`src/rtl/ctrl_exibicao_pkg.sv`:
```
// Shared types and default sizing for the ALU-result display controller.
package pkg_exibicao;

  typedef enum logic {
    CAPTURA = 1'b0,
    EXIBE   = 1'b1
  } estado_t;

  localparam int unsigned PROFUNDIDADE_PADRAO = 25;
  localparam int unsigned AW_PADRAO           = 5;

endpackage

```
`src/rtl/ctrl_exibicao_if.sv`:
```
// Bundle of CPU/button inputs and display-memory outputs of ctrl_exibicao.
interface ctrl_exibicao_if
  import pkg_exibicao::*;
#(
  parameter int unsigned AW = AW_PADRAO
);

  logic          instr_valida;
  logic          cpu_halt;
  logic          proximo;
  logic          repetir;
  logic          mem_we;
  logic [AW-1:0] mem_waddr;
  logic [AW-1:0] mem_raddr;
  logic [AW:0]   num_entradas;
  logic          cheio;
  logic          modo_exibe;
  logic          exib_valida;
  logic          fim_lista;

  modport master (
    input  instr_valida, cpu_halt, proximo, repetir,
    output mem_we, mem_waddr, mem_raddr, num_entradas,
           cheio, modo_exibe, exib_valida, fim_lista
  );

  modport slave (
    output instr_valida, cpu_halt, proximo, repetir,
    input  mem_we, mem_waddr, mem_raddr, num_entradas,
           cheio, modo_exibe, exib_valida, fim_lista
  );

endinterface

```
`src/rtl/ctrl_exibicao_debounce_botao.sv`:
```
// Push-button conditioner: 2-FF synchroniser, stability counter, one-cycle pulse on accepted rising edge.
module debounce_botao #(
  parameter int unsigned DEBOUNCE_CICLOS = 1000000
) (
  input  logic Clk,
  input  logic Reset,
  input  logic proximo,
  output logic adv
);

  localparam int unsigned   CW      = (DEBOUNCE_CICLOS > 1) ? $clog2(DEBOUNCE_CICLOS) : 1;
  localparam logic [CW-1:0] CNT_MAX = CW'(DEBOUNCE_CICLOS - 1);

  logic          s1_q, s2_q;
  logic          nivel_q, nivel_d;
  logic          ant_q;
  logic [CW-1:0] cnt_q, cnt_d;

  // Counter runs only while the synced level disagrees with the accepted one,
  // so any bounce back to the accepted level restarts it.
  always_comb begin
    nivel_d = nivel_q;
    cnt_d   = '0;
    if (s2_q != nivel_q) begin
      if (cnt_q == CNT_MAX) nivel_d = s2_q;
      else                  cnt_d   = cnt_q + 1'b1;
    end
  end

  always_ff @(posedge Clk) begin
    if (Reset) begin
      s1_q    <= 1'b0;
      s2_q    <= 1'b0;
      nivel_q <= 1'b0;
      ant_q   <= 1'b0;
      cnt_q   <= '0;
    end else begin
      s1_q    <= proximo;
      s2_q    <= s1_q;
      nivel_q <= nivel_d;
      ant_q   <= nivel_q;
      cnt_q   <= cnt_d;
    end
  end

  assign adv = nivel_q && !ant_q;

endmodule

```
`src/rtl/ctrl_exibicao.sv`:
```
// Display-memory controller: captures committed ALU results, then steps readout on debounced button.
// Optional feature macro: AUTO_AVANCO_EN (idle auto-advance timer in EXIBE).
module ctrl_exibicao
  import pkg_exibicao::*;
#(
  parameter int unsigned PROFUNDIDADE    = PROFUNDIDADE_PADRAO,
  parameter int unsigned AW              = AW_PADRAO,
  parameter int unsigned DEBOUNCE_CICLOS = 1000000,
  parameter int unsigned AUTO_CICLOS     = 50000000
) (
  input logic            Clk,
  input logic            Reset,
  ctrl_exibicao_if.master bus
);

  localparam logic [AW:0]   PROF_C = (AW+1)'(PROFUNDIDADE);
  localparam logic [AW-1:0] ULTIMO = AW'(PROFUNDIDADE - 1);

  estado_t       state_q, state_d;
  logic [AW-1:0] wptr_q, wptr_d;
  logic [AW-1:0] rptr_q, rptr_d;
  logic [AW:0]   count_q, count_d;
  logic          fim_q, fim_d;
  logic          cheio;
  logic          we;
  logic          adv_btn;
  logic          adv;

  debounce_botao #(
    .DEBOUNCE_CICLOS(DEBOUNCE_CICLOS)
  ) u_debounce (
    .Clk    (Clk),
    .Reset  (Reset),
    .proximo(bus.proximo),
    .adv    (adv_btn)
  );

`ifdef AUTO_AVANCO_EN
  localparam int unsigned   TW      = (AUTO_CICLOS > 1) ? $clog2(AUTO_CICLOS) : 1;
  localparam logic [TW-1:0] TMR_MAX = TW'(AUTO_CICLOS - 1);

  logic [TW-1:0] tmr_q, tmr_d;
  logic          adv_auto;

  // Coincident manual and timer pulses merge into one adv; timer freezes at end of list.
  always_comb begin
    tmr_d    = tmr_q;
    adv_auto = 1'b0;
    if (state_q != EXIBE || count_q == '0) begin
      tmr_d = '0;
    end else if (!fim_q) begin
      if (tmr_q == TMR_MAX) begin
        adv_auto = 1'b1;
        tmr_d    = '0;
      end else if (adv_btn) begin
        tmr_d = '0;
      end else begin
        tmr_d = tmr_q + 1'b1;
      end
    end
  end

  always_ff @(posedge Clk) begin
    if (Reset) tmr_q <= '0;
    else       tmr_q <= tmr_d;
  end

  assign adv = adv_btn || adv_auto;
`else
  assign adv = adv_btn;
`endif

  assign cheio = (count_q == PROF_C);

  always_comb begin
    state_d = state_q;
    wptr_d  = wptr_q;
    rptr_d  = rptr_q;
    count_d = count_q;
    fim_d   = fim_q;
    we      = 1'b0;
    case (state_q)
      CAPTURA: begin
        we = bus.instr_valida && !cheio;
        if (we) begin
          wptr_d  = (wptr_q == ULTIMO) ? wptr_q : wptr_q + 1'b1;
          count_d = count_q + 1'b1;
        end
        if (bus.cpu_halt || (we && count_q == PROF_C - 1'b1)) begin
          state_d = EXIBE;
          rptr_d  = '0;
          fim_d   = 1'b0;
        end
      end
      EXIBE: begin
        if (adv && count_q != '0) begin
          if ({1'b0, rptr_q} < count_q - 1'b1) begin
            rptr_d = rptr_q + 1'b1;
          end else if (bus.repetir) begin
            rptr_d = '0;
            fim_d  = 1'b0;
          end else begin
            fim_d = 1'b1;
          end
        end
      end
      default: state_d = CAPTURA;
    endcase
  end

  always_ff @(posedge Clk) begin
    if (Reset) begin
      state_q <= CAPTURA;
      wptr_q  <= '0;
      rptr_q  <= '0;
      count_q <= '0;
      fim_q   <= 1'b0;
    end else begin
      state_q <= state_d;
      wptr_q  <= wptr_d;
      rptr_q  <= rptr_d;
      count_q <= count_d;
      fim_q   <= fim_d;
    end
  end

  assign bus.mem_we       = we && !Reset;
  assign bus.mem_waddr    = wptr_q;
  assign bus.mem_raddr    = rptr_q;
  assign bus.num_entradas = count_q;
  assign bus.cheio        = cheio;
  assign bus.modo_exibe   = (state_q == EXIBE);
  assign bus.exib_valida  = (state_q == EXIBE) && (count_q != '0);
  assign bus.fim_lista    = fim_q;

endmodule
```
`src/flat_wrapper.sv`:
```
// flat-port wrapper written by rule: the top's interface ports become plain ports
module ctrl_exibicao_flat import pkg_exibicao::*;
#(
  parameter int unsigned PROFUNDIDADE    = PROFUNDIDADE_PADRAO,
  parameter int unsigned AW              = AW_PADRAO,
  parameter int unsigned DEBOUNCE_CICLOS = 1000000,
  parameter int unsigned AUTO_CICLOS     = 50000000
)
  (Clk, Reset, bus_instr_valida, bus_cpu_halt, bus_proximo, bus_repetir, bus_mem_we, bus_mem_waddr, bus_mem_raddr, bus_num_entradas, bus_cheio, bus_modo_exibe, bus_exib_valida, bus_fim_lista);
  ctrl_exibicao_if #(.AW(AW)) bus_i ();
  input logic Clk;
  input logic Reset;
  input wire logic [$bits(bus_i.instr_valida)-1:0] bus_instr_valida;
  input wire logic [$bits(bus_i.cpu_halt)-1:0] bus_cpu_halt;
  input wire logic [$bits(bus_i.proximo)-1:0] bus_proximo;
  input wire logic [$bits(bus_i.repetir)-1:0] bus_repetir;
  output wire logic [$bits(bus_i.mem_we)-1:0] bus_mem_we;
  output wire logic [$bits(bus_i.mem_waddr)-1:0] bus_mem_waddr;
  output wire logic [$bits(bus_i.mem_raddr)-1:0] bus_mem_raddr;
  output wire logic [$bits(bus_i.num_entradas)-1:0] bus_num_entradas;
  output wire logic [$bits(bus_i.cheio)-1:0] bus_cheio;
  output wire logic [$bits(bus_i.modo_exibe)-1:0] bus_modo_exibe;
  output wire logic [$bits(bus_i.exib_valida)-1:0] bus_exib_valida;
  output wire logic [$bits(bus_i.fim_lista)-1:0] bus_fim_lista;
  assign bus_i.instr_valida = bus_instr_valida;
  assign bus_i.cpu_halt = bus_cpu_halt;
  assign bus_i.proximo = bus_proximo;
  assign bus_i.repetir = bus_repetir;
  assign bus_mem_we = bus_i.mem_we;
  assign bus_mem_waddr = bus_i.mem_waddr;
  assign bus_mem_raddr = bus_i.mem_raddr;
  assign bus_num_entradas = bus_i.num_entradas;
  assign bus_cheio = bus_i.cheio;
  assign bus_modo_exibe = bus_i.modo_exibe;
  assign bus_exib_valida = bus_i.exib_valida;
  assign bus_fim_lista = bus_i.fim_lista;
  ctrl_exibicao #(.PROFUNDIDADE(PROFUNDIDADE), .AW(AW), .DEBOUNCE_CICLOS(DEBOUNCE_CICLOS), .AUTO_CICLOS(AUTO_CICLOS)) u_core (.Clk(Clk), .Reset(Reset), .bus(bus_i));
endmodule
```
`config.mk`:
```
export PLATFORM = sky130hd
export DESIGN_NAME = ctrl_exibicao_flat
export DESIGN_NICKNAME = d
export VERILOG_FILES = /design/src/rtl/ctrl_exibicao_pkg.sv /design/src/rtl/ctrl_exibicao_if.sv /design/src/rtl/ctrl_exibicao_debounce_botao.sv /design/src/rtl/ctrl_exibicao.sv /design/src/flat_wrapper.sv
export SDC_FILE = /design/constraint.sdc
export NUM_CORES = 1
export LEC_CHECK = 0
export ABC_CLOCK_PERIOD_IN_PS = 4500
export BUFFER_PORTS_ARGS = -buffer_cell sky130_fd_sc_hd__buf_2
export CORE_MARGIN = 3
export CORE_UTILIZATION = 50
export CTS_BUF_LIST = sky130_fd_sc_hd__clkbuf_4 sky130_fd_sc_hd__clkbuf_8
export CTS_CLUSTER_SIZE = 30
export DETAILED_ROUTE_END_ITERATION = 10
export PLACE_DENSITY = 0.77
export SLEW_MARGIN = 20
export SYNTH_ARGS = -nofsm -noshare
export SYNTH_HDL_FRONTEND = slang
export SYNTH_SLANG_ARGS = --single-unit
export TNS_END_PERCENT = 5
```
`constraint.sdc`:
```
create_clock -name Clk -period 4.5 [get_ports Clk]
set_input_delay 0 -clock Clk [delete_from_list [all_inputs] [get_ports Clk]]
set_output_delay 0 -clock Clk [all_outputs]
set_load 0.02 [all_outputs]
```
-- Yosys cells after proc, flatten, opt, wreduce, memory -nomap -nowiden
Index checks and enable logic that the tools add are counted.
Widths: inputs -> output; s select.
- flip-flop bits (word level): 42
- bits of input ports: 6
- word-level logic and storage cells: 58
- add/sub/neg operators: 5
- $lt $le $gt $ge: 1
- equality and inequality tests: 9
- mux-type cells: 13
- bitwise operators: 3
- reductions and logical operators: 17
- operator list (operator ; number):
    $add 20x1->20 const B ; 1
    $eq 20x20->1 const B ; 1
    $mux 5 ; 4
    $eq 6x5->1 const B ; 2
    $add 5x1->5 const B ; 2
    $pmux 5 s2 ; 1
    $reduce_and 3->1 ; 3
    $mux 1 ; 7
    $add 6x1->6 const B ; 1
    $logic_and 1x1->1 ; 6
    $lt 5x6->1 ; 1
    $reduce_bool 6->1 ; 1
    $sub 6x1->6 const B ; 1
    $eq 5x5->1 const B ; 1
    $ne 2x2->1 const B ; 2
    $reduce_and 2->1 ; 2
    $logic_not 1->1 ; 3
    $ne 3x3->1 const B ; 1
    $not 1->1 ; 3
    $reduce_or 3->1 ; 1
    $ne 2x1->1 const B ; 1
    $pmux 1 s2 ; 1
    $logic_or 1x1->1 ; 1
    $ne 1x1->1 ; 1

-- Depth between registers and ports, before layout
Gate-level depths: netlist (run 1).
- word-level depth: 7
- gate-level depth with buffers: 11

-- By module
Synthesis (run 1) repeated with hierarchy kept, for this count alone.
- cell total of the unflattened synthesis: 254
- area total of the unflattened synthesis: 2250.9 µm²
- by module, submodules not included (module ; times used ; cells each ; area an instance (µm²) ; seq. area each (µm²)):
    ctrl_exibicao ; 1 ; 138 ; 1199.9 ; 360.3
    debounce_botao ; 1 ; 116 ; 1051.0 ; 480.5

-- Worst setup path before layout (run 1)
Ideal clock, no wire load.
- path type: reg2reg
- start: reg u_core.count_q[0], in the netlist u_core.bus.num_entradas[0]
- end: reg u_core.rptr_q[2], in the netlist u_core.bus.mem_raddr[2]
- arrival: 2282 ps
- path slack: 2102 ps
- cell stages (with the launch flop): 11
- path through: dfxtp_1 > inv_1 > ha_1 > xnor2_1 > ha_1 > o211ai_1 > o21ai_0 > o211ai_1 > or2_2 > o21ai_0 > nor2_1
- longest elaborated chain between the ends: 7
- RTL lines (item ; line ; RTL):
    start: declaration ; ctrl_exibicao.sv:22 ; logic [AW:0] count_q, count_d;
    start signal: assignment ; ctrl_exibicao.sv:122 ; count_q <= count_d;
    parallel branches: the longest is 7 deep, another holds $sub 6x1->6 ; -- ;
    end signal: assignment ; ctrl_exibicao.sv:121 ; rptr_q <= rptr_d;
    end: declaration ; ctrl_exibicao.sv:21 ; logic [AW-1:0] rptr_q, rptr_d;
Parallel ways; which one is timed is not known. The select of a mux whose other input is x is not followed.
A chain may end at the register's enable or synchronous reset.

-- Worst setup path after layout (run 1)
- start: reg u_core.count_q[0], in the netlist u_core.bus.num_entradas[0]
- end: reg u_core.rptr_q[0], in the netlist u_core.bus.mem_raddr[0]
Same word-level chain as after synthesis.

==> impl_metrics.xml, run 1 <==
<?xml version="1.0" encoding="UTF-8"?>
<metrics>
  <group name="timing">
    <metric name="worst_slack" unit="ns">2.01</metric>
    <metric name="timing.final.crit_share" unit="">0.554</metric>
    <metric name="finalHoldViolations" unit="">0</metric>
    <metric name="report.final.slew_viol_count" unit="">0</metric>
    <metric name="maxSlewHeadroom" unit="">0.586</metric>
    <metric name="setup_total_negative_slack" unit="ns">0</metric>
    <metric name="rsz_0062_raised_after_global_routing" unit="">false</metric>
    <metric name="period_minus_slack" unit="ns">2.49</metric>
    <metric name="worst_clk_skew" unit="ns">0.00751</metric>
    <metric name="setup_viol" unit="">0</metric>
    <metric name="timing.fmax" unit="MHz">401</metric>
    <metric name="worst-slew-pin-transition" unit="ns">0.622</metric>
  </group>
  <group name="setup_path">
    <metric name="timing.critical_path.to_type" unit="">register</metric>
    <metric name="critical_path.cell_chain" unit="">inv_1 &gt; ha_1 &gt; xnor2_1 &gt; ha_1 &gt; o211ai_1 &gt; o21ai_0 &gt; o2111ai_2 &gt; o21ai_0 &gt; mux2i_1 &gt; nor2_1</metric>
    <metric name="cp_top_family" unit="">compound AO/OA/AOI/OAI gates</metric>
    <metric name="crit_path_max_fanout" unit="">8</metric>
    <metric name="critical_path.max_stage_delay" unit="ns">0.49</metric>
    <metric name="crit_path_start_kind" unit="">register</metric>
    <metric name="crit_required" unit="ns">4.73</metric>
    <metric name="crit_slowest_cell" unit="">sky130_fd_sc_hd__dfxtp_1</metric>
    <metric name="arrival" unit="ns">2.73</metric>
    <metric name="timing_worst_setup_path_type" unit="">reg -&gt; reg</metric>
    <metric name="critical_path_buffers_and_inverters" unit="">1</metric>
  </group>
  <group name="drt">
    <metric name="routed_wl" unit="um">3930</metric>
    <metric name="vias_per_cell" unit="">5.22</metric>
    <metric name="drt_drc_violations_left" unit="">0</metric>
    <metric name="detailedRoute.firstIterationViolations" unit="">61</metric>
    <metric name="detail-route-antenna-nets" unit="">0</metric>
    <metric name="routed_vias" unit="">1677</metric>
    <metric name="wl_per_cell" unit="um">12.2</metric>
    <metric name="dr.pass1.iters" unit="">4</metric>
  </group>
  <group name="logic_synthesis">
    <metric name="postSynth.asyncResetShare" unit="">0</metric>
    <metric name="synth_fp_nets" unit="">261</metric>
    <metric name="cell_count_after_synthesis" unit="">243</metric>
    <metric name="yosysUniqueCellTypes" unit="">44</metric>
    <metric name="area_of_the_mapped_netlist" unit="sq mm">0.00218</metric>
    <metric name="ys_seq_elements" unit="">42</metric>
    <metric name="synth-edff-count" unit="">0</metric>
    <metric name="synth_sequential_area_ratio" unit="">0.386</metric>
    <metric name="avgSynthCellArea" unit="sq um">8.95</metric>
    <metric name="synthesis.yosys.warnings" unit="">0</metric>
    <metric name="synth-main-ff-cell" unit="">sky130_fd_sc_hd__dfxtp_1</metric>
  </group>
  <group name="final_layout">
    <metric name="final_cell_area" unit="sq mm">0.00242</metric>
    <metric name="nets" unit="">288</metric>
    <metric name="num_antenna_cells" unit="">0</metric>
    <metric name="mostFrequentLayoutCells" unit="">sky130_fd_sc_hd__nor2_1 (48), sky130_fd_sc_hd__dfxtp_1 (42), sky130_fd_sc_hd__buf_2 (26)</metric>
    <metric name="syn_to_final_growth" unit="%">11.3</metric>
    <metric name="post_route_cells_drive_above_1_share" unit="">0.185</metric>
    <metric name="mostFrequentLayoutCell" unit="">sky130_fd_sc_hd__nor2_1</metric>
  </group>
  <group name="clock_tree">
    <metric name="htree_num_levels" unit="">2</metric>
    <metric name="cts_tree" unit="">built</metric>
    <metric name="cts_setup_buffers" unit="">0</metric>
    <metric name="clk-insertion-delay-late" unit="ns">0.30</metric>
    <metric name="cts_buffer_depth" unit="">2</metric>
    <metric name="cts.reportedPaths.clkPinSlew" unit="ns">0.08</metric>
    <metric name="clock-root-buffer" unit="">sky130_fd_sc_hd__clkbuf_8</metric>
    <metric name="clock-sinks" unit="">42</metric>
    <metric name="clock_buffers_created_by_tritoncts" unit="">5</metric>
  </group>
  <group name="power_and_ir_drop">
    <metric name="peakVddDrop" unit="mV">0.213</metric>
    <metric name="cellLeakagePower" unit="nW">0.953</metric>
    <metric name="power.density_cell_area" unit="mW/mm^2">293</metric>
  </group>
  <group name="global_routing">
    <metric name="gr-usage-all-layers" unit="">0.173</metric>
    <metric name="remaining_global_route_overflow" unit="">0</metric>
    <metric name="global_route_wire_length_before_repair" unit="um">7000</metric>
    <metric name="first_global_vias" unit="">1616</metric>
    <metric name="maximum_number_of_pins_on_one_net_before_global_route_repair" unit="">22</metric>
    <metric name="antenna_violations_before_repair" unit="">0</metric>
  </group>
  <group name="floorplan">
    <metric name="die_w" unit="um">72.0</metric>
    <metric name="die-height" unit="um">72.0</metric>
    <metric name="core_area" unit="sq mm">0.00409</metric>
    <metric name="initial_core_util" unit="">0.532</metric>
    <metric name="num_io_pins" unit="">27</metric>
    <metric name="die_area" unit="sq mm">0.00518</metric>
    <metric name="rows" unit="">23</metric>
  </group>
  <group name="placed_design">
    <metric name="place.detailed.hpwl" unit="um">2860</metric>
    <metric name="gp_congestion" unit="">0.780</metric>
    <metric name="preCtsSetupSlack" unit="ns">2.03</metric>
    <metric name="io_buffers" unit="">26</metric>
    <metric name="post_dp_cell_area" unit="sq mm">0.00231</metric>
  </group>
  <group name="outcome">
    <metric name="result_of_the_run" unit="">finished clean</metric>
  </group>
  <group name="flow_run">
    <metric name="cap_viol_max_count" unit="">0</metric>
  </group>
  <group name="min_path">
    <metric name="timing.hold.worst.class" unit="">in -&gt; reg</metric>
  </group>
</metrics>
path summary, 6_finish.rpt:
path | start | end | slack [ns] | cells after the start
worst max register to register | u_core.bus.num_entradas[0] | u_core.bus.mem_raddr[0] | 2.01 | 10
worst max-delay path | u_core.bus.num_entradas[0] | u_core.bus.mem_raddr[0] | 2.01 | 10
worst min register to register | u_core.u_debounce.s1_q | u_core.u_debounce.s2_q | 0.45 | 1
worst min-delay path | Reset | u_core.bus.mem_waddr[1] | 0.07 | 2
layer usage:
layer / GRT usage / wire (um) / share of wire
met3: 0.0457 / 150 / 0.038
met1: 0.213 / 1900 / 0.48
met4: 0.0814 / 73 / 0.019
met5: 0 / 0 / 0
met2: 0.282 / 1800 / 0.46
layout make-up:
type / instances / area (sq um)
Inverter: 10 / 37.5
Tap cell: 50 / 62.6
Clock inverter: 3 / 25.0
Clock buffer: 5 / 68.8
Timing Repair Buffer: 28 / 150
Sequential cell: 42 / 841
Multi-Input combinational cell: 183 / 1240
Fill cell: 366 / 1660
report_power, final:
group,switching (W),internal [W]
logic,0.0000434,0.0000308
clock network,0.000137,0.000112
registers,0.00000948,0.000377
synthesized netlist by cell type (2+ instances only):
cell / n / area [sq um]
sky130_fd_sc_hd__a21oi_1: 5 / 25.0
sky130_fd_sc_hd__and3_1: 5 / 31.3
sky130_fd_sc_hd__buf_4: 4 / 30.0
sky130_fd_sc_hd__buf_6: 2 / 22.5
sky130_fd_sc_hd__clkbuf_1: 2 / 7.51
sky130_fd_sc_hd__dfxtp_1: 42 / 841
sky130_fd_sc_hd__ha_1: 12 / 150
sky130_fd_sc_hd__inv_1: 10 / 37.5
sky130_fd_sc_hd__mux2i_1: 2 / 20.0
sky130_fd_sc_hd__nand2_1: 18 / 67.6
sky130_fd_sc_hd__nand3_1: 11 / 55.1
sky130_fd_sc_hd__nand4_1: 8 / 50.1
sky130_fd_sc_hd__nor2_1: 48 / 180
sky130_fd_sc_hd__nor2_2: 2 / 12.5
sky130_fd_sc_hd__nor2b_1: 2 / 12.5
sky130_fd_sc_hd__nor3_1: 5 / 25.0
sky130_fd_sc_hd__o2111ai_1: 2 / 17.5
sky130_fd_sc_hd__o211ai_1: 2 / 15.0
sky130_fd_sc_hd__o21ai_0: 3 / 15.0
sky130_fd_sc_hd__or2_2: 2 / 12.5
sky130_fd_sc_hd__or3_1: 3 / 18.8
sky130_fd_sc_hd__xnor2_1: 12 / 105
sky130_fd_sc_hd__xor2_1: 20 / 175
cells by family (layout without fill, tap and decap cells):
logic type               count (synthesis)  in the layout  share of synthesized area
AO/OA/AOI/OAI                           24             24                      0.106
AND/OR/NAND/NOR                        113            113                      0.255
flip-flops                              42             42                      0.386
XOR/XNOR                                32             32                      0.129
adder cells (fa/ha/maj)                 12             12                     0.0690
multiplexers                             2              2                    0.00920
buffers and inverters                   18             46                     0.0449
timing repair:
item,CTS,global route
hold buffers,2,0
gates resized for setup,0,0
endpoints found under the hold margin,2,0
per-stage QoR:
stage,instances,utilization,total power (W),hold WS [ns]
after CTS,321,0.593,0.000720,0.0756
after global placement,311,0.565,0.000467,0.217
after detailed placement,311,0.565,0.000469,0.221
after floorplan,243,-,0.000449,0.128
final,321,0.593,0.000710,0.0739
after global routing,321,0.593,0.000745,0.0920
flip-flops by register name (all words and copies together), names as in the netlist, 5 cells and up:
register                 count
u_core.bus.mem_waddr         5
u_core.bus.mem_raddr         5
u_core.u_debounce.cnt_q     20
u_core.bus.num_entradas      6
No activity file was read; power rests on OpenSTA's default activity.
==> run 2, diff against run 1 <==
--- a/config.mk
+++ b/config.mk
@@ -5,7 +5,7 @@
 export SDC_FILE = /design/constraint.sdc
 export NUM_CORES = 1
 export LEC_CHECK = 0
-export ABC_CLOCK_PERIOD_IN_PS = 4500
+export ABC_CLOCK_PERIOD_IN_PS = 2400
 export BUFFER_PORTS_ARGS = -buffer_cell sky130_fd_sc_hd__buf_2
 export CORE_MARGIN = 3
 export CORE_UTILIZATION = 50
==> constraint.sdc (replaced) <==
create_clock -name Clk -period 2.4 [get_ports Clk]
set_input_delay 0 -clock Clk [delete_from_list [all_inputs] [get_ports Clk]]
set_output_delay 0 -clock Clk [all_outputs]
set_load 0.02 [all_outputs]
==> impl_metrics.xml, run 2 (same netlist as run 1, synthesis figures left out) <==
<?xml version="1.0" encoding="UTF-8"?>
<metrics>
  <group name="outcome">
    <metric name="result_of_the_run" unit="">finished clean</metric>
  </group>
  <group name="clock_tree">
    <metric name="htree_num_levels" unit="">2</metric>
    <metric name="clock_buffers_created_by_tritoncts" unit="">5</metric>
    <metric name="cts_setup_buffers" unit="">0</metric>
    <metric name="cts.reportedPaths.clkPinSlew" unit="ns">0.08</metric>
    <metric name="clock-root-buffer" unit="">sky130_fd_sc_hd__clkbuf_8</metric>
    <metric name="cts_buffer_depth" unit="">2</metric>
    <metric name="clock-sinks" unit="">42</metric>
    <metric name="cts_tree" unit="">built</metric>
    <metric name="clk-insertion-delay-late" unit="ns">0.29</metric>
  </group>
  <group name="timing">
    <metric name="setup_viol" unit="">0</metric>
    <metric name="maxSlewHeadroom" unit="">0.665</metric>
    <metric name="worst_slack_on_hold_paths" unit="ns">0.0311</metric>
    <metric name="period_minus_slack" unit="ns">2.22</metric>
    <metric name="timing.fmax" unit="MHz">451</metric>
    <metric name="finalHoldViolations" unit="">0</metric>
    <metric name="report.final.slew_viol_count" unit="">0</metric>
    <metric name="worst-slew-pin-transition" unit="ns">0.499</metric>
    <metric name="worst_clk_skew" unit="ns">0.00566</metric>
    <metric name="worst_slack" unit="ns">0.184</metric>
    <metric name="rsz_0062_raised_after_global_routing" unit="">false</metric>
    <metric name="timing.final.crit_share" unit="">0.923</metric>
  </group>
  <group name="drt">
    <metric name="dr.pass1.iters" unit="">5</metric>
    <metric name="drt_drc_violations_left" unit="">0</metric>
    <metric name="detailedRoute.firstIterationViolations" unit="">70</metric>
    <metric name="detail-route-antenna-nets" unit="">0</metric>
    <metric name="routed_vias" unit="">1719</metric>
    <metric name="vias_per_cell" unit="">5.29</metric>
    <metric name="routed_wl" unit="um">3900</metric>
    <metric name="wl_per_cell" unit="um">12.0</metric>
  </group>
  <group name="floorplan">
    <metric name="die_area" unit="sq mm">0.00518</metric>
    <metric name="die_w" unit="um">72.0</metric>
    <metric name="num_io_pins" unit="">27</metric>
    <metric name="rows" unit="">23</metric>
    <metric name="die-height" unit="um">72.0</metric>
    <metric name="core_area" unit="sq mm">0.00409</metric>
    <metric name="initial_core_util" unit="">0.532</metric>
  </group>
  <group name="final_layout">
    <metric name="post_route_cells_drive_above_1_share" unit="">0.215</metric>
    <metric name="registers.top_by_ff_count" unit="">u_core.u_debounce.cnt_q</metric>
    <metric name="mostFrequentLayoutCell" unit="">sky130_fd_sc_hd__nor2_1</metric>
    <metric name="syn_to_final_growth" unit="%">13.9</metric>
    <metric name="mostFrequentLayoutCells" unit="">sky130_fd_sc_hd__nor2_1 (48), sky130_fd_sc_hd__dfxtp_1 (40), sky130_fd_sc_hd__buf_2 (26)</metric>
    <metric name="num_antenna_cells" unit="">0</metric>
    <metric name="fill_cells" unit="">365</metric>
    <metric name="nets" unit="">292</metric>
    <metric name="largest_register_ff_count" unit="">20</metric>
  </group>
  <group name="setup_path">
    <metric name="timing_worst_setup_path_type" unit="">reg -&gt; reg</metric>
    <metric name="crit_path_max_fanout" unit="">5</metric>
    <metric name="crit_required" unit="ns">2.64</metric>
    <metric name="arrival" unit="ns">2.45</metric>
    <metric name="crit_path_start_kind" unit="">register</metric>
    <metric name="timing.critical_path.to_type" unit="">register</metric>
  </group>
  <group name="global_routing">
    <metric name="antenna_violations_before_repair" unit="">0</metric>
    <metric name="remaining_global_route_overflow" unit="">0</metric>
    <metric name="global_route_wire_length_before_repair" unit="um">6960</metric>
    <metric name="maximum_number_of_pins_on_one_net_before_global_route_repair" unit="">22</metric>
    <metric name="first_global_vias" unit="">1654</metric>
    <metric name="gr-usage-all-layers" unit="">0.166</metric>
  </group>
  <group name="placed_design">
    <metric name="io_buffers" unit="">26</metric>
    <metric name="place.detailed.hpwl" unit="um">2820</metric>
    <metric name="gp_congestion" unit="">0.791</metric>
    <metric name="preCtsSetupSlack" unit="ns">-0.00454</metric>
  </group>
  <group name="min_path">
    <metric name="timing.hold.worst.class" unit="">in -&gt; reg</metric>
  </group>
  <group name="flow_run">
    <metric name="cap_viol_max_count" unit="">0</metric>
  </group>
  <group name="power_and_ir_drop">
    <metric name="cellLeakagePower" unit="nW">0.985</metric>
    <metric name="power.density_cell_area" unit="mW/mm^2">577</metric>
    <metric name="peakVddDrop" unit="mV">0.456</metric>
  </group>
</metrics>
-- run 2: cell count changes in the layout (fill, tap and decap cells not counted), sizes merged --
cell | before | now
dlygate4sd3 | 2 | 1
buf | 26 | 31
clkbuf | 5 | 6
bufinv | 0 | 1
inv | 11 | 10
clkinv | 1 | 0
-- run 2: final timing paths --
| check | start | to | slack (ns) | depth (start not counted) |
|---|---|---|---|---|
| max | u_core.bus.num_entradas[1] | u_core.bus.mem_raddr[4] | 0.18 | 9 |
| max reg2reg | u_core.bus.num_entradas[1] | u_core.bus.mem_raddr[4] | 0.18 | 9 |
| min | bus_cpu_halt | u_core.bus.modo_exibe | 0.03 | 3 |
| min reg2reg | u_core.u_debounce.s1_q | u_core.u_debounce.s2_q | 0.44 | 1 |
-- run 2: layer usage --
layer	vias up	wire length, um	GRT usage
met4	0	8	0.0376
met5	-	0	0
met1	791	1870	0.212
li1	893	-	-
met3	2	200	0.0526
met2	33	1820	0.276
-- run 2: cell type report --
cell class	instances	area, sq um	share of cell area
Multi-Input combinational cell	183	1240	0.501
Sequential cell	42	846	0.341
Timing Repair Buffer	32	178	0.0717
Clock buffer	6	76.3	0.0308
Tap cell	50	62.6	0.0253
Clock inverter	2	37.5	0.0152
Inverter	10	37.5	0.0152
-- run 2: metrics by stage --
stage | utilization | TNS, ns | total power (W) | std cells | cell area, sq um
2_1_floorplan | - | 0 | 0.000843 | 243 | 2180
3_3_place_gp | 0.574 | 0 | 0.000880 | 316 | 2350
3_5_place_dp | 0.574 | -0.00454 | 0.000882 | 316 | 2350
4_1_cts | 0.604 | 0 | 0.00144 | 325 | 2470
5_1_grt | 0.606 | 0 | 0.00149 | 325 | 2480
6_report | 0.606 | 0 | 0.00143 | 325 | 2480
-- run 2: report_power, final --
part | switching (W) | internal [W]
logic | 0.0000828 | 0.0000616
registers | 0.0000156 | 0.000707
clock network | 0.000239 | 0.000322
total | 0.000338 | 0.00109
-- run 2: critical path, cell delays in order, from the launching register on --
cell,delay [ns]
sky130_fd_sc_hd__dfxtp_4,0.37
sky130_fd_sc_hd__nor3_2,0.24
sky130_fd_sc_hd__xnor2_1,0.15
sky130_fd_sc_hd__ha_1,0.26
sky130_fd_sc_hd__a211oi_1,0.24
sky130_fd_sc_hd__o21ai_1,0.14
sky130_fd_sc_hd__o211ai_1,0.21
sky130_fd_sc_hd__o211ai_2,0.11
sky130_fd_sc_hd__or3_1,0.36
sky130_fd_sc_hd__nand3_1,0.08
-- run 2: repair_timing --
| action | CTS | global route |
|---|---|---|
| hold endpoints to repair | 1 | 0 |
| hold buffers | 1 | 0 |
| resized for setup | 1 | 5 |
| setup endpoints to repair | 2 | 3 |
==> run 3, diff against run 2 <==
--- a/config.mk
+++ b/config.mk
@@ -5,7 +5,7 @@
 export SDC_FILE = /design/constraint.sdc
 export NUM_CORES = 1
 export LEC_CHECK = 0
-export ABC_CLOCK_PERIOD_IN_PS = 2400
+export ABC_CLOCK_PERIOD_IN_PS = 2600
 export BUFFER_PORTS_ARGS = -buffer_cell sky130_fd_sc_hd__buf_2
 export CORE_MARGIN = 3
 export CORE_UTILIZATION = 50
@@ -13,7 +13,6 @@
 export CTS_CLUSTER_SIZE = 30
 export DETAILED_ROUTE_END_ITERATION = 10
 export PLACE_DENSITY = 0.77
-export SLEW_MARGIN = 20
 export SYNTH_ARGS = -nofsm -noshare
 export SYNTH_HDL_FRONTEND = slang
 export SYNTH_SLANG_ARGS = --single-unit
==> constraint.sdc (replaced) <==
create_clock -name Clk -period 2.6 [get_ports Clk]
set_input_delay 0 -clock Clk [delete_from_list [all_inputs] [get_ports Clk]]
set_output_delay 0 -clock Clk [all_outputs]
set_load 0.02 [all_outputs]
==> impl_metrics.xml, run 3 (same netlist as run 1, synthesis figures left out) <==
<?xml version="1.0" encoding="UTF-8"?>
<metrics>
  <group name="power_and_ir_drop">
    <metric name="power.density_cell_area" unit="mW/mm^2">500</metric>
    <metric name="peakVddDrop" unit="mV">0.374</metric>
    <metric name="cellLeakagePower" unit="nW">0.963</metric>
  </group>
  <group name="setup_path">
    <metric name="critical_path.cell_chain" unit="">inv_1 &gt; ha_1 &gt; nand2_1 &gt; xor2_1 &gt; ha_1 &gt; or2_2 &gt; o211ai_1 &gt; o211ai_2 &gt; or3_1 &gt; nand3_1</metric>
    <metric name="arrival" unit="ns">2.57</metric>
    <metric name="timing.critical_path.to_type" unit="">register</metric>
    <metric name="reg2regPathDepth" unit="">10</metric>
    <metric name="crit_slowest_cell" unit="">sky130_fd_sc_hd__dfxtp_1</metric>
    <metric name="crit_required" unit="ns">2.84</metric>
    <metric name="crit_path_start_kind" unit="">register</metric>
    <metric name="critical_path.max_stage_delay" unit="ns">0.41</metric>
    <metric name="reg2reg_setup_slack" unit="ns">0.27</metric>
    <metric name="worst_r2r_endpoint" unit="">u_core.bus.mem_raddr[3]</metric>
    <metric name="cp_top_family" unit="">simple AND/OR/NAND/NOR gates</metric>
    <metric name="timing_worst_setup_path_type" unit="">reg -&gt; reg</metric>
    <metric name="worst_r2r_startpoint" unit="">u_core.bus.num_entradas[1]</metric>
    <metric name="timing.critical_path.mode_cell" unit="">sky130_fd_sc_hd__ha_1</metric>
    <metric name="crit_path_max_fanout" unit="">5</metric>
    <metric name="critical_path_buffers_and_inverters" unit="">1</metric>
  </group>
  <group name="clock_tree">
    <metric name="clock-sinks" unit="">42</metric>
    <metric name="cts_tree" unit="">built</metric>
    <metric name="cts.reportedPaths.clkPinSlew" unit="ns">0.08</metric>
    <metric name="clock_buffers_created_by_tritoncts" unit="">5</metric>
    <metric name="htree_num_levels" unit="">2</metric>
    <metric name="cts_buffer_depth" unit="">2</metric>
    <metric name="clock-root-buffer" unit="">sky130_fd_sc_hd__clkbuf_8</metric>
    <metric name="clk-insertion-delay-late" unit="ns">0.29</metric>
  </group>
  <group name="floorplan">
    <metric name="die_w" unit="um">72.0</metric>
    <metric name="die-height" unit="um">72.0</metric>
    <metric name="die_area" unit="sq mm">0.00518</metric>
    <metric name="num_io_pins" unit="">27</metric>
    <metric name="core_area" unit="sq mm">0.00409</metric>
    <metric name="rows" unit="">23</metric>
    <metric name="initial_core_util" unit="">0.532</metric>
  </group>
  <group name="min_path">
    <metric name="timing.hold.worst.class" unit="">in -&gt; reg</metric>
    <metric name="holdCritStartpoint" unit="">bus_cpu_halt</metric>
    <metric name="min_delay_worst_endpoint" unit="">u_core.bus.modo_exibe</metric>
    <metric name="worstHoldPathCells" unit="">3</metric>
  </group>
  <group name="final_layout">
    <metric name="post_route_cells_drive_above_1_share" unit="">0.194</metric>
    <metric name="syn_to_final_growth" unit="%">11.7</metric>
    <metric name="mostFrequentLayoutCell" unit="">sky130_fd_sc_hd__nor2_1</metric>
    <metric name="num_antenna_cells" unit="">0</metric>
    <metric name="registers.top_by_ff_count" unit="">u_core.u_debounce.cnt_q</metric>
    <metric name="nets" unit="">290</metric>
    <metric name="largest_register_ff_count" unit="">20</metric>
    <metric name="finish.utilization" unit="">0.595</metric>
    <metric name="fin_cells" unit="">323</metric>
    <metric name="mostFrequentLayoutCells" unit="">sky130_fd_sc_hd__nor2_1 (48), sky130_fd_sc_hd__dfxtp_1 (42), sky130_fd_sc_hd__buf_2 (26)</metric>
  </group>
  <group name="drt">
    <metric name="dr.pass1.iters" unit="">4</metric>
    <metric name="detail-route-antenna-nets" unit="">0</metric>
    <metric name="detailedRoute.firstIterationViolations" unit="">56</metric>
    <metric name="drt_drc_violations_left" unit="">0</metric>
    <metric name="routed_wl" unit="um">3970</metric>
    <metric name="routed_vias" unit="">1697</metric>
    <metric name="vias_per_cell" unit="">5.25</metric>
    <metric name="wl_per_cell" unit="um">12.3</metric>
  </group>
  <group name="flow_run">
    <metric name="cap_viol_max_count" unit="">0</metric>
  </group>
  <group name="timing">
    <metric name="worst_clk_skew" unit="ns">0.00449</metric>
    <metric name="setup_total_negative_slack" unit="ns">0</metric>
    <metric name="period_minus_slack" unit="ns">2.33</metric>
    <metric name="timing.fmax" unit="MHz">429</metric>
    <metric name="worst-slew-pin-transition" unit="ns">0.488</metric>
    <metric name="setup_viol" unit="">0</metric>
    <metric name="maxSlewHeadroom" unit="">0.672</metric>
    <metric name="report.final.slew_viol_count" unit="">0</metric>
    <metric name="worst_slack" unit="ns">0.269</metric>
    <metric name="timing.final.crit_share" unit="">0.896</metric>
    <metric name="rsz_0062_raised_after_global_routing" unit="">false</metric>
    <metric name="finalHoldViolations" unit="">0</metric>
  </group>
  <group name="placed_design">
    <metric name="io_buffers" unit="">26</metric>
    <metric name="place.detailed.hpwl" unit="um">2990</metric>
    <metric name="gp_congestion" unit="">0.799</metric>
    <metric name="dp_cells" unit="">314</metric>
    <metric name="preCtsSetupSlack" unit="ns">0.223</metric>
  </group>
  <group name="outcome">
    <metric name="result_of_the_run" unit="">finished clean</metric>
  </group>
  <group name="global_routing">
    <metric name="antenna_violations_before_repair" unit="">0</metric>
    <metric name="remaining_global_route_overflow" unit="">0</metric>
    <metric name="first_global_vias" unit="">1693</metric>
    <metric name="maximum_number_of_pins_on_one_net_before_global_route_repair" unit="">22</metric>
    <metric name="global_route_wire_length_before_repair" unit="um">7290</metric>
    <metric name="gr-usage-all-layers" unit="">0.174</metric>
  </group>
</metrics>
==> run 3: changes by cell type in the layout (fill, tap and decap cells not counted), sizes merged <==
| cell | before | now |
|---|---|---|
| bufinv | 1 | 0 |
| buf | 31 | 29 |
| clkinv | 0 | 2 |
| clkbuf | 6 | 5 |
==> run 3: where the power goes <==
part	total (W)	switching, W	internal [W]	leakage, nW
sequential	0.000666	0.0000136	0.000653	0.340
combinational	0.000133	0.0000774	0.0000551	0.579
clock	0.000417	0.000229	0.000189	0.0441
total	0.00122	0.000320	0.000896	0.963
==> run 3: what timing repair did <==
action | 4_1_cts | 5_1_grt
hold buffers | 1 | 0
setup buffers | 0 | 0
gates resized for setup | 0 | 1
endpoints found under the setup margin | 0 | 1
endpoints found under the hold margin | 1 | 0
==> run 3: worst max path at each step <==
| stage | start | endpoint | cells past startpoint |
|---|---|---|---|
| 2_1_floorplan | u_core.bus.num_entradas[0] | u_core.bus.mem_raddr[2] | 10 |
| 3_3_place_gp | u_core.bus.num_entradas[1] | u_core.bus.mem_raddr[2] | 10 |
| 3_5_place_dp | u_core.bus.num_entradas[1] | u_core.bus.mem_raddr[2] | 10 |
| 4_1_cts | u_core.bus.num_entradas[1] | u_core.bus.mem_raddr[2] | 10 |
| 5_1_grt | u_core.bus.num_entradas[1] | u_core.bus.mem_raddr[2] | 10 |
| 6_report | u_core.bus.num_entradas[1] | u_core.bus.mem_raddr[3] | 10 |
==> run 3: final cells by class <==
cell class	instances	area, sq um
clock inverters	3	21.3
flip-flops and latches	42	841
fillers	372	1660
clock buffers	5	68.8
repair buffers	30	163
well taps	50	62.6
multi-input cells	183	1240
inverters	10	37.5
==> run 3: worst register-to-register path, cell delays in order, from the launching register on <==
cell                       delay, ns
sky130_fd_sc_hd__dfxtp_1        0.41
sky130_fd_sc_hd__inv_1          0.12
sky130_fd_sc_hd__ha_1           0.22
sky130_fd_sc_hd__nand2_1        0.08
sky130_fd_sc_hd__xor2_1         0.16
sky130_fd_sc_hd__ha_1           0.24
sky130_fd_sc_hd__or2_2          0.31
sky130_fd_sc_hd__o211ai_1       0.17
sky130_fd_sc_hd__o211ai_2       0.12
sky130_fd_sc_hd__or3_1          0.37
sky130_fd_sc_hd__nand3_1        0.07
==> run 3: layer usage <==
layer  GRT usage  wire (um)
met2       0.303       1910
met3      0.0388        169
met5           0          0
met4      0.0480         29
met1       0.217       1860
==> run 3: stage by stage <==
stage          cell area [sq um]  total power [W]  hold WS, ns
2_1_floorplan               2180         0.000778        0.128
3_3_place_gp                2330         0.000811        0.220
3_5_place_dp                2330         0.000814        0.223
4_1_cts                     2430          0.00123       0.0294
5_1_grt                     2430          0.00127       0.0432
6_report                    2430          0.00122       0.0321
